`src/rtl/mux8_rr_scheduler.sv`:
```
// -----------------------------------------------------------------------------
// mux8_rr_scheduler
//
// Round-robin scheduler for an 8:1 multiplexed data path. Arbitrates eight
// level-sensitive request lines and drives the 3-bit select of the external
// mux tree. Each grant lasts at most BURST_LEN cycles. The selected data bit
// is registered onto y.
//
// Optional feature: define MUX8_SCHED_GAP_EN to insert one guard cycle after
// every grant. During that cycle grant=0, busy=0 and done=1. Without the
// macro, grants follow each other back-to-back.
//
// Parameters
//   BURST_LEN  maximum consecutive granted cycles per grant (1..255)
// Ports
//   clk    in   rising-edge clock
//   rst    in   asynchronous active-high reset
//   req    in   [7:0] request per source, bit i = source i
//   d      in   [7:0] data bit per source, d[i] belongs to source i
//   sel    out  [2:0] mux select, index of the current or last owner
//   grant  out  [7:0] one-hot grant, all zero when idle
//   busy   out  high while a grant is active
//   y      out  registered d[sel], zero when not busy
//   done   out  one-cycle pulse after a grant ends
// -----------------------------------------------------------------------------
module mux8_rr_scheduler #(
  parameter int unsigned BURST_LEN = 4
) (
  input  logic       clk,
  input  logic       rst,
  input  logic [7:0] req,
  input  logic [7:0] d,
  output logic [2:0] sel,
  output logic [7:0] grant,
  output logic       busy,
  output logic       y,
  output logic       done
);

`ifdef MUX8_SCHED_GAP_EN
  typedef enum logic [1:0] {IDLE = 2'd0, GRANT = 2'd1, GAP = 2'd2} state_t;
`else
  typedef enum logic [1:0] {IDLE = 2'd0, GRANT = 2'd1} state_t;
`endif

  localparam logic [7:0] CNT_LOAD = 8'(BURST_LEN - 1);

  state_t     state, state_n;
  logic [2:0] ptr, ptr_n;
  logic [7:0] cnt, cnt_n;
  logic [2:0] sel_n;
  logic [7:0] grant_n;
  logic       busy_n, y_n, done_n;

  logic [2:0] win;
  logic [2:0] idx;
  logic       any_req;
  logic       take;

  // Rotating priority search: walk from the farthest offset down to ptr so
  // the nearest requester at or after ptr overwrites earlier candidates.
  always_comb begin
    win     = ptr;
    idx     = ptr;
    any_req = |req;
    for (int k = 7; k >= 0; k--) begin
      idx = ptr + 3'(k);
      if (req[idx]) win = idx;
    end
  end

  // NOTE: every signal written here gets a default first so no path leaves
  // it unassigned; that is what keeps this block free of inferred latches.
  always_comb begin
    state_n = state;
    ptr_n   = ptr;
    cnt_n   = cnt;
    sel_n   = sel;
    grant_n = grant;
    busy_n  = busy;
    done_n  = 1'b0;
    take    = 1'b0;
    y_n     = busy ? d[sel] : 1'b0;

    case (state)
      GRANT: begin
        // The cycle in which the owner drops req still counts as granted.
        if (cnt == 8'd0 || !req[sel]) begin
          done_n = 1'b1;
`ifdef MUX8_SCHED_GAP_EN
          state_n = GAP;
          grant_n = 8'h00;
          busy_n  = 1'b0;
`else
          take = 1'b1;
`endif
        end else begin
          cnt_n = cnt - 8'd1;
        end
      end
      // IDLE, and the guard cycle when present, both arbitrate at the edge.
      default: take = 1'b1;
    endcase

    if (take) begin
      if (any_req) begin
        state_n = GRANT;
        sel_n   = win;
        grant_n = 8'b1 << win;
        busy_n  = 1'b1;
        cnt_n   = CNT_LOAD;
        ptr_n   = win + 3'd1;
      end else begin
        state_n = IDLE;
        grant_n = 8'h00;
        busy_n  = 1'b0;
      end
    end
  end

  // NOTE: sequential state uses non-blocking assignments so every register
  // samples the pre-edge values computed above, independent of block order.
  always_ff @(posedge clk or posedge rst) begin
    if (rst) begin
      state <= IDLE;
      ptr   <= 3'd0;
      cnt   <= 8'd0;
      sel   <= 3'd0;
      grant <= 8'h00;
      busy  <= 1'b0;
      y     <= 1'b0;
      done  <= 1'b0;
    end else begin
      state <= state_n;
      ptr   <= ptr_n;
      cnt   <= cnt_n;
      sel   <= sel_n;
      grant <= grant_n;
      busy  <= busy_n;
      y     <= y_n;
      done  <= done_n;
    end
  end

endmodule

```
`config.mk`:
```
export PLATFORM = sky130hd
export DESIGN_NAME = mux8_rr_scheduler
export DESIGN_NICKNAME = d
export VERILOG_FILES = /design/src/rtl/mux8_rr_scheduler.sv
export SDC_FILE = /design/constraint.sdc
export NUM_CORES = 1
export LEC_CHECK = 0
export ABC_AREA = 1
export CORE_UTILIZATION = 31
export CTS_BUF_LIST = sky130_fd_sc_hd__clkbuf_4 sky130_fd_sc_hd__clkbuf_8 sky130_fd_sc_hd__clkbuf_16
export CTS_CLUSTER_DIAMETER = 100
export DETAILED_ROUTE_END_ITERATION = 10
export PLACE_DENSITY_LB_ADDON = 0.2
export SYNTH_ARGS = -nofsm -noshare
export SYNTH_HDL_FRONTEND = slang
export SYNTH_SLANG_ARGS = --single-unit
```
`constraint.sdc`:
```
create_clock -name clk -period 2.4 [get_ports clk]
set_input_delay 0.72 -clock clk [delete_from_list [all_inputs] [get_ports clk]]
set_output_delay 0.72 -clock clk [all_outputs]
set_load 0.01 [all_outputs]
```
==> flow_summary.json <==
{
  "status": "finished clean",
  "vias": 1985,
  "period_minus_slack_ns": 2.287,
  "cts_buffer_depth": 2,
  "setup_violations": 0,
  "wl_met3_um": 93,
  "syn-num-nets": 300,
  "synth_compound_area_share_pct": 10.63,
  "fp.dieW_um": 80.20,
  "ys_types": 29,
  "netlist_top_cells_area": "dfrtp_1 (33%), nand2_1 (16%), nand3_1 (10%)",
  "fmax_ghz": 0.4373,
  "synthCells": 278,
  "first_pass_iters": 4,
  "wl_met2_mm": 2.342,
  "ys_seq_area_share_pct": 33.00,
  "worst_slew_pin_slew_ns": 0.4221,
  "cp.required_ns": 2.54,
  "synthDominantCellAreaShare_pct": 33.00,
  "crit_path_start_kind": "register",
  "clock_sinks": 25,
  "htree_levels": 1,
  "io_buffers": 31,
  "finClkSkew_ns": 0.003651,
  "final_nets": 373,
  "timing.rr.end": "ptr[2]$_DFFE_PP0P_",
  "synthSimpleGateAreaFrac_pct": 42.84,
  "synth_fa_ha_area_share_pct": 2.640,
  "initial_core_util_pct": 32.02,
  "syn_area_per_cell_um2": 6.819,
  "synth-edff-count": 0,
  "synth.most_common_cell": "nand2_1",
  "dieArea_um2": 6431,
  "ys_warn_count": 0,
  "place.gp.congestion": 0.8534,
  "rows": 28,
  "cts_buffers": 3,
  "r2r_cells": 20,
  "worstPathArrival_ns": 2.42,
  "startpoint": "ptr[0]$_DFFE_PP0P_",
  "core-area_um2": 5921,
  "crit_path_end": "ptr[2]$_DFFE_PP0P_",
  "reg2reg_setup_slack_ns": 0.11,
  "endpoint_kind": "register",
  "grt_pass1_wl_mm": 8.121,
  "grt_usage_pct": 15.87,
  "synth-seq-cells": 25,
  "pin_count": 32,
  "fin_ws_ns": 0.1133,
  "route.final.wire_length_mm": 5.019,
  "finalHoldViolCount": 0,
  "yosys_most_used_dff": "dfrtp_1",
  "first_iter_violations": 56,
  "ant_nets": 0,
  "worst_hold_slack_ns": 0.4850,
  "maxSlewViolCount": 0,
  "cts_root_buf": "clkbuf_8",
  "wire_per_inst_um": 11.81,
  "synth_top_family_by_area": "simple AND/OR/NAND/NOR gates",
  "async_flop_share_pct": 100.0,
  "critical_path_class": "register to register",
  "insertion_delay_ns": 0.26,
  "syn_to_final_growth_pct": 47.59,
  "min_path_type": "register to register",
  "pre_cts_ws_ns": -0.4259,
  "drive_gt1_share_pct": 34.00,
  "stdcell_count": 425,
  "yosys.area.top_type": "dfrtp_1",
  "placed_cell_area_um2": 2519,
  "relSlewSlack_pct": 71.83,
  "top_layer_used": "met4",
  "synthMuxAreaShare_pct": 0,
  "drc": 0,
  "drv_cap": 0,
  "clk_pin_slew_worst_paths_ns": 0.08,
  "synthXorXnorAreaFrac_pct": 0.9241,
  "drt-vias-per-instance": 4.671,
  "tritoncts": "done",
  "fin_crit_sh_pct": 95.28,
  "synth_commonest_cells": "nand2_1 (82), nand3_1 (39), inv_1 (27), dfrtp_1 (25), o21ai_0 (17)",
  "path_max_fanout": 7,
  "antenna_found_initial": 0,
  "die_height_um": 80.20,
  "diodes": 0,
  "place_hpwl_mm": 3.785,
  "dp.cells": 412,
  "wl_met1_mm": 2.563,
  "grt_max_degree": 26,
  "mappedNetlistArea_um2": 1896,
  "grt_pass1_vias": 1837,
  "grt-ovfl-total": 0,
  "final_area_um2": 2798,
  "reg2reg_from": "ptr[0]$_DFFE_PP0P_"
}
kinds of logic (layout without fill, tap and decap cells):
family                   after synthesis  count (layout)
XOR/XNOR                               2               2
buffers and inverters                 41             113
adder cells (fa/ha/maj)                4               4
AND/OR/NAND/NOR                      170             170
flip-flops                            25              25
AO/OA/AOI/OAI                         36              36
critical path, cell delays in order (launching register included):
cell     delay, ns
dfrtp_2       0.42
inv_4         0.05
ha_4          0.36
inv_8         0.07
nand3_4       0.09
nand3_4       0.07
buf_4         0.13
nand3_1       0.07
nand2_1       0.05
nand2_1       0.06
nand2_1       0.05
nand2_1       0.05
nand2_1       0.06
nand2_1       0.06
nand2_1       0.05
nand2_1       0.06
nand2_2       0.06
inv_1         0.09
ha_4          0.19
nand2_1       0.05
o21ai_1       0.06
state kept, by name, indices dropped and copies added (netlist names):
name	flops
cnt	8
grant	8
ptr	3
sel	3
busy	1
done	1
y	1
through the flow:
stage / setup TNS [ns] / util [%]
after floorplan: 0 / -
after global placement: -4.901 / 42.54
after detailed placement: -5.207 / 42.54
after CTS: 0 / 43.62
after global routing: -0.05002 / 47.25
final: 0 / 47.25
cells in the final DEF (no fill, tap or decap), types with 2 or more instances in the layout:
cell type,n
clkbuf_8,3
nand3_2,15
ha_1,2
inv_2,8
dfrtp_1,22
clkdlybuf4s50_1,23
ha_4,2
nand2_1,71
buf_4,43
nand2_2,23
a21oi_2,2
nand3_4,6
nor2_1,16
dlygate4sd2_1,4
o21ai_0,16
dfrtp_2,3
nor2_2,2
o21a_1,3
a21oi_1,6
nand2_4,4
clkbuf_2,2
nand3_1,28
clkdlybuf4s15_1,2
inv_1,23
o21ai_1,6
inv_4,2
nor4_1,3
layer usage:
metal  vias to the layer above  global-route usage [%]
met5                         -                       0
met4                         0                   2.143
met1                       914                   22.04
li1                       1048                       -
met2                        21                   27.26
met3                         2                   1.364
cell type report:
type                    instances  area, µm²
fillers                       607       3123
multi-input cells             212       1256
flip-flops and latches         25      629.4
repair buffers                 75      629.4
inverters                      34      140.1
well taps                      75      93.84
clock buffers                   4      48.80
worst min-delay path by stage:
stage | startpoint | end | depth (start not counted)
after floorplan | cnt[7]$_DFF_PP0_ | cnt[7]$_DFF_PP0_ | 1
final | cnt[7]$_DFF_PP0_ | cnt[7]$_DFF_PP0_ | 1
after global placement | cnt[7]$_DFF_PP0_ | cnt[7]$_DFF_PP0_ | 1
after global routing | grant[5]$_DFFE_PP0N_ | grant[5]$_DFFE_PP0N_ | 2
after detailed placement | cnt[7]$_DFF_PP0_ | cnt[7]$_DFF_PP0_ | 1
after CTS | cnt[7]$_DFF_PP0_ | cnt[7]$_DFF_PP0_ | 1
what timing repair did:
item	in CTS	in global routing
resized for setup	15	43
hold buffers	0	0
setup buffers	0	9
setup endpoints to repair	11	11
pin swaps	1	21
Power is left out: the tool's default activity adds up to more than one toggle a clock period on the data nets, which glitch-free logic cannot reach.
